===== src/rtl/alarm_clock_pkg.sv =====
// Shared types and helpers for the multi-alarm clock core.
// Shared by the hms counter, the alarm bank and the ring FSM.
package alarm_clock_pkg;

    typedef enum logic [1:0] {
        IDLE   = 2'd0,
        RING   = 2'd1,
        SNOOZE = 2'd2
    } alarm_state_t;

    localparam int HOURS_PER_DAY = 24;
    localparam int MIN_PER_HOUR  = 60;
    localparam int SEC_PER_MIN   = 60;

    typedef struct packed {
        logic       en;
        logic [4:0] hour;
        logic [5:0] min;
    } alarm_slot_t;

    function automatic logic [7:0] bin2bcd2(input logic [5:0] v);
        logic [3:0] t;
        logic [3:0] u;
        t = 4'(v / 6'd10);
        u = 4'(v % 6'd10);
        return {t, u};
    endfunction

endpackage


===== src/rtl/multi_alarm_clock_if.sv =====
// Configuration bus of the alarm clock: time-set request and alarm-slot writes.
// The host side drives it through master; the clock core listens on slave.
interface multi_alarm_clock_if #(
    parameter int NUM_ALARMS = 4
);
    localparam int IW = (NUM_ALARMS > 1) ? $clog2(NUM_ALARMS) : 1;

    logic          set_time;
    logic [4:0]    set_hour;
    logic [5:0]    set_min;
    logic          alm_we;
    logic [IW-1:0] alm_idx;
    logic [4:0]    alm_hour;
    logic [5:0]    alm_min;
    logic          alm_en;

    modport master (
        output set_time, set_hour, set_min,
        output alm_we, alm_idx, alm_hour, alm_min, alm_en
    );

    modport slave (
        input set_time, set_hour, set_min,
        input alm_we, alm_idx, alm_hour, alm_min, alm_en
    );

endinterface


===== src/rtl/multi_alarm_clock_hms.sv =====
// hh:mm:ss counter driven by a 1 Hz tick, with validated time-set load.
// roll pulses alongside the first cycle of each new minute.
module hms_counter
    import alarm_clock_pkg::*;
#(
    parameter int INIT_HOUR = 7,
    parameter int INIT_MIN  = 29
) (
    input  logic       clk,
    input  logic       rst,
    input  logic       tick,
    input  logic       set_time,
    input  logic [4:0] set_hour,
    input  logic [5:0] set_min,
    output logic [4:0] hour,
    output logic [5:0] min,
    output logic [5:0] sec,
    output logic       roll
);

    logic set_ok;
    logic sec_wrap;
    logic min_wrap;
    logic hour_wrap;

    assign set_ok = set_time
                 && (32'(set_hour) < HOURS_PER_DAY)
                 && (32'(set_min) < MIN_PER_HOUR);

    assign sec_wrap  = (32'(sec) == SEC_PER_MIN - 1);
    assign min_wrap  = (32'(min) == MIN_PER_HOUR - 1);
    assign hour_wrap = (32'(hour) == HOURS_PER_DAY - 1);

    // A valid set swallows a coincident tick; an invalid one lets it through.
    always_ff @(posedge clk) begin
        if (rst) begin
            hour <= 5'(INIT_HOUR);
            min  <= 6'(INIT_MIN);
            sec  <= '0;
            roll <= 1'b0;
        end else begin
            roll <= 1'b0;
            if (set_ok) begin
                hour <= set_hour;
                min  <= set_min;
                sec  <= '0;
            end else if (tick) begin
                if (sec_wrap) begin
                    sec  <= '0;
                    roll <= 1'b1;
                    if (min_wrap) begin
                        min  <= '0;
                        hour <= hour_wrap ? 5'd0 : hour + 5'd1;
                    end else begin
                        min <= min + 6'd1;
                    end
                end else begin
                    sec <= sec + 6'd1;
                end
            end
        end
    end

endmodule


===== src/rtl/multi_alarm_clock.sv =====
// Multi-alarm clock: hms counter, NUM_ALARMS slots and one ring/snooze FSM.
// Define TWELVE_HOUR_EN for 12-hour bcd hour digits and a live pm flag.
module multi_alarm_clock
    import alarm_clock_pkg::*;
#(
    parameter  int NUM_ALARMS     = 4,
    parameter  int INIT_HOUR      = 7,
    parameter  int INIT_MIN       = 29,
    parameter  int SNOOZE_MIN     = 5,
    parameter  int RING_TIMEOUT_S = 60,
    parameter  int MAX_SNOOZE     = 3,
    localparam int IW = (NUM_ALARMS > 1) ? $clog2(NUM_ALARMS) : 1
) (
    input  logic                clk,
    input  logic                rst,
    input  logic                tick,
    multi_alarm_clock_if.slave  cfg,
    input  logic                btn_snooze,
    input  logic                btn_stop,
    output logic [4:0]          hour,
    output logic [5:0]          min,
    output logic [5:0]          sec,
    output logic [15:0]         bcd,
    output logic                pm,
    output logic                ring,
    output logic [IW-1:0]       ring_idx,
    output logic [1:0]          state
);

    localparam logic [11:0] SNOOZE_LOAD = 12'(SNOOZE_MIN * SEC_PER_MIN);

    logic          roll;
    alarm_slot_t   slots [NUM_ALARMS];
    logic          alm_ok;
    logic          hit;
    logic [IW-1:0] hit_idx;
    logic          match;
    logic [IW-1:0] match_idx;

    alarm_state_t  st;
    logic [7:0]    ring_tmr;
    logic [2:0]    snooze_cnt;
    logic [11:0]   countdown;
    logic          snooze_ok;
    logic          timeout;

    hms_counter #(
        .INIT_HOUR (INIT_HOUR),
        .INIT_MIN  (INIT_MIN)
    ) u_hms (
        .clk      (clk),
        .rst      (rst),
        .tick     (tick),
        .set_time (cfg.set_time),
        .set_hour (cfg.set_hour),
        .set_min  (cfg.set_min),
        .hour     (hour),
        .min      (min),
        .sec      (sec),
        .roll     (roll)
    );

    assign alm_ok = cfg.alm_we
                 && (32'(cfg.alm_idx) < NUM_ALARMS)
                 && (32'(cfg.alm_hour) < HOURS_PER_DAY)
                 && (32'(cfg.alm_min) < MIN_PER_HOUR);

    always_ff @(posedge clk) begin
        if (rst) begin
            for (int i = 0; i < NUM_ALARMS; i++) begin
                slots[i] <= '0;
            end
        end else if (alm_ok) begin
            slots[cfg.alm_idx] <= '{en:   cfg.alm_en,
                                    hour: cfg.alm_hour,
                                    min:  cfg.alm_min};
        end
    end

    // Scan downward so the lowest matching index is the one left standing.
    always_comb begin
        hit     = 1'b0;
        hit_idx = '0;
        for (int i = NUM_ALARMS - 1; i >= 0; i--) begin
            if (slots[i].en && slots[i].hour == hour
                && slots[i].min == min) begin
                hit     = 1'b1;
                hit_idx = IW'(i);
            end
        end
    end

    always_ff @(posedge clk) begin
        if (rst) begin
            match     <= 1'b0;
            match_idx <= '0;
        end else begin
            match     <= roll && hit;
            match_idx <= hit_idx;
        end
    end

    assign snooze_ok = (32'(snooze_cnt) < MAX_SNOOZE);
    assign timeout   = (32'(ring_tmr) + 1 == RING_TIMEOUT_S);

    always_ff @(posedge clk) begin
        if (rst) begin
            st         <= IDLE;
            ring       <= 1'b0;
            ring_idx   <= '0;
            ring_tmr   <= '0;
            snooze_cnt <= '0;
            countdown  <= '0;
        end else begin
            unique case (st)
                IDLE: begin
                    if (match) begin
                        st         <= RING;
                        ring       <= 1'b1;
                        ring_idx   <= match_idx;
                        ring_tmr   <= '0;
                        snooze_cnt <= '0;
                    end
                end
                RING: begin
                    if (btn_stop) begin
                        st   <= IDLE;
                        ring <= 1'b0;
                    end else if (btn_snooze && snooze_ok) begin
                        st         <= SNOOZE;
                        ring       <= 1'b0;
                        countdown  <= SNOOZE_LOAD;
                        snooze_cnt <= snooze_cnt + 3'd1;
                    end else if (tick) begin
                        if (timeout) begin
                            st   <= IDLE;
                            ring <= 1'b0;
                        end else begin
                            ring_tmr <= ring_tmr + 8'd1;
                        end
                    end
                end
                SNOOZE: begin
                    if (btn_stop) begin
                        st <= IDLE;
                    end else if (match) begin
                        st         <= RING;
                        ring       <= 1'b1;
                        ring_idx   <= match_idx;
                        ring_tmr   <= '0;
                        snooze_cnt <= '0;
                    end else if (tick) begin
                        if (countdown == 12'd1) begin
                            st        <= RING;
                            ring      <= 1'b1;
                            ring_tmr  <= '0;
                            countdown <= '0;
                        end else begin
                            countdown <= countdown - 12'd1;
                        end
                    end
                end
                default: begin
                    st   <= IDLE;
                    ring <= 1'b0;
                end
            endcase
        end
    end

    assign state = st;

    logic [5:0] disp_hour;

`ifdef TWELVE_HOUR_EN
    always_comb begin
        disp_hour = {1'b0, hour};
        if (hour == 5'd0) begin
            disp_hour = 6'd12;
        end else if (hour > 5'd12) begin
            disp_hour = {1'b0, hour - 5'd12};
        end
    end
    assign pm = (hour >= 5'd12);
`else
    assign disp_hour = {1'b0, hour};
    assign pm        = 1'b0;
`endif

    assign bcd = {bin2bcd2(disp_hour), bin2bcd2(min)};

endmodule


===== src/flat_wrapper.sv =====
// flat-port wrapper written by rule: the top's interface ports become plain ports
module multi_alarm_clock_flat import alarm_clock_pkg::*;
#(
    parameter  int NUM_ALARMS     = 4,
    parameter  int INIT_HOUR      = 7,
    parameter  int INIT_MIN       = 29,
    parameter  int SNOOZE_MIN     = 5,
    parameter  int RING_TIMEOUT_S = 60,
    parameter  int MAX_SNOOZE     = 3,
    localparam int IW = (NUM_ALARMS > 1) ? $clog2(NUM_ALARMS) : 1
)
  (clk, rst, tick, btn_snooze, btn_stop, hour, min, sec, bcd, pm, ring, ring_idx, state, cfg_set_time, cfg_set_hour, cfg_set_min, cfg_alm_we, cfg_alm_idx, cfg_alm_hour, cfg_alm_min, cfg_alm_en);
  multi_alarm_clock_if #(.NUM_ALARMS(NUM_ALARMS)) cfg_i ();
  input  logic clk;
  input  logic rst;
  input  logic tick;
  input  logic btn_snooze;
  input  logic btn_stop;
  output logic [4:0] hour;
  output logic [5:0] min;
  output logic [5:0] sec;
  output logic [15:0] bcd;
  output logic pm;
  output logic ring;
  output logic [IW-1:0] ring_idx;
  output logic [1:0] state;
  input wire logic [$bits(cfg_i.set_time)-1:0] cfg_set_time;
  input wire logic [$bits(cfg_i.set_hour)-1:0] cfg_set_hour;
  input wire logic [$bits(cfg_i.set_min)-1:0] cfg_set_min;
  input wire logic [$bits(cfg_i.alm_we)-1:0] cfg_alm_we;
  input wire logic [$bits(cfg_i.alm_idx)-1:0] cfg_alm_idx;
  input wire logic [$bits(cfg_i.alm_hour)-1:0] cfg_alm_hour;
  input wire logic [$bits(cfg_i.alm_min)-1:0] cfg_alm_min;
  input wire logic [$bits(cfg_i.alm_en)-1:0] cfg_alm_en;
  assign cfg_i.set_time = cfg_set_time;
  assign cfg_i.set_hour = cfg_set_hour;
  assign cfg_i.set_min = cfg_set_min;
  assign cfg_i.alm_we = cfg_alm_we;
  assign cfg_i.alm_idx = cfg_alm_idx;
  assign cfg_i.alm_hour = cfg_alm_hour;
  assign cfg_i.alm_min = cfg_alm_min;
  assign cfg_i.alm_en = cfg_alm_en;
  multi_alarm_clock #(.NUM_ALARMS(NUM_ALARMS), .INIT_HOUR(INIT_HOUR), .INIT_MIN(INIT_MIN), .SNOOZE_MIN(SNOOZE_MIN), .RING_TIMEOUT_S(RING_TIMEOUT_S), .MAX_SNOOZE(MAX_SNOOZE)) u_core (.clk(clk), .rst(rst), .tick(tick), .cfg(cfg_i), .btn_snooze(btn_snooze), .btn_stop(btn_stop), .hour(hour), .min(min), .sec(sec), .bcd(bcd), .pm(pm), .ring(ring), .ring_idx(ring_idx), .state(state));
endmodule

===== config.mk =====
export PLATFORM = sky130hd
export DESIGN_NAME = multi_alarm_clock_flat
export DESIGN_NICKNAME = d
export VERILOG_FILES = /design/src/rtl/alarm_clock_pkg.sv /design/src/rtl/multi_alarm_clock_if.sv /design/src/rtl/multi_alarm_clock_hms.sv /design/src/rtl/multi_alarm_clock.sv /design/src/flat_wrapper.sv
export SDC_FILE = /design/constraint.sdc
export NUM_CORES = 1
export LEC_CHECK = 0
export BUFFER_PORTS_ARGS = -buffer_cell sky130_fd_sc_hd__buf_2
export CAP_MARGIN = 0
export CORE_MARGIN = 4
export CORE_UTILIZATION = 42
export CTS_BUF_LIST = sky130_fd_sc_hd__clkbuf_8 sky130_fd_sc_hd__clkbuf_16
export DETAILED_ROUTE_END_ITERATION = 8
export GPL_TIMING_DRIVEN = 0
export PLACE_DENSITY = 0.71
export SYNTH_ARGS = -nofsm -noshare
export SYNTH_HDL_FRONTEND = slang
export SYNTH_SLANG_ARGS = --single-unit

===== constraint.sdc =====
create_clock -name clk -period 2.4 [get_ports clk]
set_input_delay 0.36 -clock clk [delete_from_list [all_inputs] [get_ports clk]]
set_output_delay 0.36 -clock clk [all_outputs]
set_load 0.05 [all_outputs]

==> summary.md <==
| Metric | Value |
|---|---|
| FILL cells | `1140` |
| Buffers on Ports | `65` |
| Slowest CP cell | `dfxtp_4` |
| Final Non-Filler Cells | `830` |
| Critical path data required time | `2040 ps` |
| Global-route wire length before repair | `22.37 mm` |
| Global Route Usage Sum | `0.1936` |
| DRT iter0 DRCs | `359` |
| Critical path cell sequence | `inv_4, maj3_2, a22o_4, xnor2_4, ha_4, nor2_4, xor2_4, buf_6` |
| Highest routed layer | `met4` |
| Drt wl/cell | `17.20 microns` |
| Leakage | `0.002476 uW` |
| GRT overflow | `0` |
| Synth Instances | `568` |
| Unrepaired setup endpoints after global routing | `true` |
| ANT nets after route | `0` |
| Synth unique cells | `68` |
| CTS Buffer Depth | `2` |
| Row count | `41` |
| HPWL Detailed | `9.888 mm` |
| CTS tree | `done` |
| Hold Worst Slack | `261.7 ps` |
| Setup violators final | `1` |
| Chip height | `122.0 microns` |
| Status | `complete, but fails checks` |
| Routed wire length | `14.27 mm` |
| M1 WL | `6.040 mm` |
| Highest clock rate | `0.4118 GHz` |
| Crit. End Element | `output pin` |
| Die width | `122.0 microns` |
| Crit share post-route | `1.012` |
| Largest area contributor in the netlist | `edfxtp_1` |
| Initial antenna violation count | `0` |
| Crit Path Max Fanout | `4` |
| Sequential fraction of the synthesis area | `0.4440` |
| PD cells | `629.7 nW/um^2` |
| Number of hold buffers added after CTS | `0` |
| Final #Nets | `697` |
| Placed cells | `808` |
| Worst slew pin tran | `1041 ps` |
| Final Critical Period | `2428 ps` |
| Vias per cell | `5.558` |
| Hold crit path type | `input pin to flip-flop` |
| Largest stage delay on the critical path | `380 ps` |
| MaxCap Viol Count | `0` |
| Final hold vios | `0` |
| Worst Setup Start Kind | `flip-flop` |
| Synth Cell Area | `5455 sq um` |
| Worst setup margin | `-28.27 ps` |
| Wire length on met2 | `7.034 mm` |
| Via count | `4613` |
| Clk Latency, worst-skew pair | `350 ps` |
| Largest net degree at the start of global routing | `21` |
| CTS clk-pin slew, worst paths | `70 ps` |
| Worst VDD drop | `0.3777 mV` |
| Clk root buf | `clkbuf_16` |
| CP Data Arrival Time | `2070 ps` |
| Vias in the first global route | `4334` |
| Clock sink count | `97` |
| Final slew viol count | `0` |
| Worst Skew | `12.19 ps` |
| Crit Path Category | `flip-flop to output pin` |
| Post-synth top area share | `0.2642` |
| Top cells by area, synth | `edfxtp_1, dfxtp_1, xnor2_1` |
| Layout cell share with drive strength beyond 1 | `0.2435` |
| Ports | `71` |
| Metal3 WL | `870 microns` |
| Area of the die | `14880 sq um` |
| GPL Wtd Cong | `0.9300` |
| Starting density of the core | `0.4305` |
| Syn. warnings | `0` |
| FF+latch count, synth | `97` |
| Dominant synthesized flop cell | `dfxtp_1` |
| Synth Area per Inst | `9.604 sq um` |
| Post-synth EDFFs | `48` |
| Ys async rst share | `0` |
| TritonCTS Buffers | `9` |
| Htree depth | `3` |
| Failing checks | `setup timing` |
| Relative slew slack | `0.3016` |
| Area Overhead vs Synth | `23.00%` |
| Drt pass-1 iters | `6` |
| Residual DRC | `0` |
| Core Region | `12670 sq um` |
per-stage QoR:
stage	setup WS [ps]	TNS (ps)	total power (uW)	utilization	instance area, sq um
floorplan	-30.37	-30.37	2442	-	5670
global placement	-47.06	-626.8	2611	0.4902	6211
detailed placement	-71.73	-133.4	2623	0.4902	6211
CTS	-64.27	-64.27	4220	0.5235	6633
global route	-94.86	-217.8	4370	0.5294	6708
finish	-28.27	-28.27	4226	0.5296	6710
path summary, 6_finish.rpt:
path	from	endpoint	slack (ps)	cells past startpoint
worst max-delay path	u_core.u_hms.min[5]	bcd[3]	-30	8
worst min register to register	u_core.u_hms.roll	u_core.match	480	1
worst min-delay path	cfg_set_hour[2]	u_core.u_hms.hour[2]	260	3
worst max register to register	u_core.countdown[0]	u_core.ring_tmr[1]	210	6
kinds of logic (layout without fill, tap and decap cells):
| group | Yosys count | count (layout) | share of synthesized area |
|---|---|---|---|
| adder cells (fa/ha/maj) | 14 | 14 | 0.03165 |
| XOR/XNOR | 55 | 55 | 0.08830 |
| multiplexers | 8 | 8 | 0.01468 |
| buffers and inverters | 55 | 141 | 0.04541 |
| AO/OA/AOI/OAI | 96 | 96 | 0.1223 |
| flip-flops | 97 | 97 | 0.4440 |
| AND/OR/NAND/NOR | 242 | 242 | 0.2530 |
| other | 1 | 5 | 0.0006874 |
per-layer routing:
metal | vias to the layer above | track usage
li1 | 2210 | -
met1 | 2194 | 0.2472
met2 | 176 | 0.3208
met3 | 33 | 0.03250
met4 | 0 | 0.09034
met5 | - | 0
power breakdown:
part           switching, uW  internal (uW)  leakage [uW]  total, uW
registers               52.2           1810      0.000861       1860
logic                    487            312       0.00146        799
clock network            717            847      0.000160       1560
total                   1260           2970       0.00248       4230
area by class of cell:
class                           count  area, sq um  area share
Antenna cell                        1        2.502   0.0003729
Clock buffer                        9        225.2     0.03356
Buffer                             36        225.2     0.03356
Inverter                           13        55.05    0.008204
Timing Repair Buffer               76        440.4     0.06563
Multi-Input combinational cell    419         2992      0.4458
Tap cell                          172        215.2     0.03207
Clock inverter                      7        102.6     0.01529
Sequential cell                    97         2452      0.3655
flip-flops by register name (all words and copies together) (netlist names), 2 cells and up:
name and count:
u_core.slots 48, u_core.countdown 12, u_core.ring_tmr 8, u_core.u_hms.min 6, u_core.u_hms.sec 6, u_core.u_hms.hour 5, u_core.snooze_cnt 3, u_core.match_idx 2
u_core.ring_idx 2, u_core.state 2
cells in the mapped netlist, drive strengths merged, types with 2 or more instances:
cell / instances
and2: 52
xnor2: 50
dfxtp: 49
edfxtp: 48
nor2: 46
nand2: 33
clkbuf: 24
a21oi: 23
o21ai: 23
nor3: 21
nand3: 19
nand4: 19
buf: 18
ha: 13
inv: 13
nor2b: 10
a211oi: 8
a31oi: 8
mux2i: 8
a311oi: 6
nor4: 6
nor4b: 6
xor2: 5
a21o: 4
and3: 4
nand2b: 4
or3: 4
nand3b: 3
nor3b: 3
o31ai: 3
o41ai: 3
or2: 3
or4: 3
a41oi: 2
and4b: 2
nand4b: 2
o211ai: 2
o311ai: 2
worst max-delay path: cells and delay by family (launching register included):
family / cells / cell delay (ps)
flip-flops: 1 / 380
adder cells (fa/ha/maj): 2 / 470
buffers and inverters: 2 / 200
XOR/XNOR: 2 / 300
AO/OA/AOI/OAI: 1 / 250
AND/OR/NAND/NOR: 1 / 120
cell usage in the layout (no fill, tap or decap), types with 6 or more instances in the layout:
cell type and count:
buf_6 6, o21ai_0 20, xnor2_1 47, mux2i_1 6
inv_1 11, edfxtp_1 48, dfxtp_4 7, buf_4 22
a21oi_1 22, clkbuf_1 16, nor3_1 19, nand4_1 18
nor2b_1 7, dfxtp_1 39, a31oi_1 8, nand2_1 32
buf_2 60, and2_1 52, a211oi_1 8, nor2_1 45
clkbuf_16 9, a311oi_1 6, ha_1 11, nand3_1 19
repair_timing:
item	CTS	global route
setup buffers	6	5
hold endpoints to repair	0	0
setup endpoints to repair	8	7
gates cloned	0	0
resized for setup	31	13
pin swaps	7	3
Power figures use the tool's default switching activity.
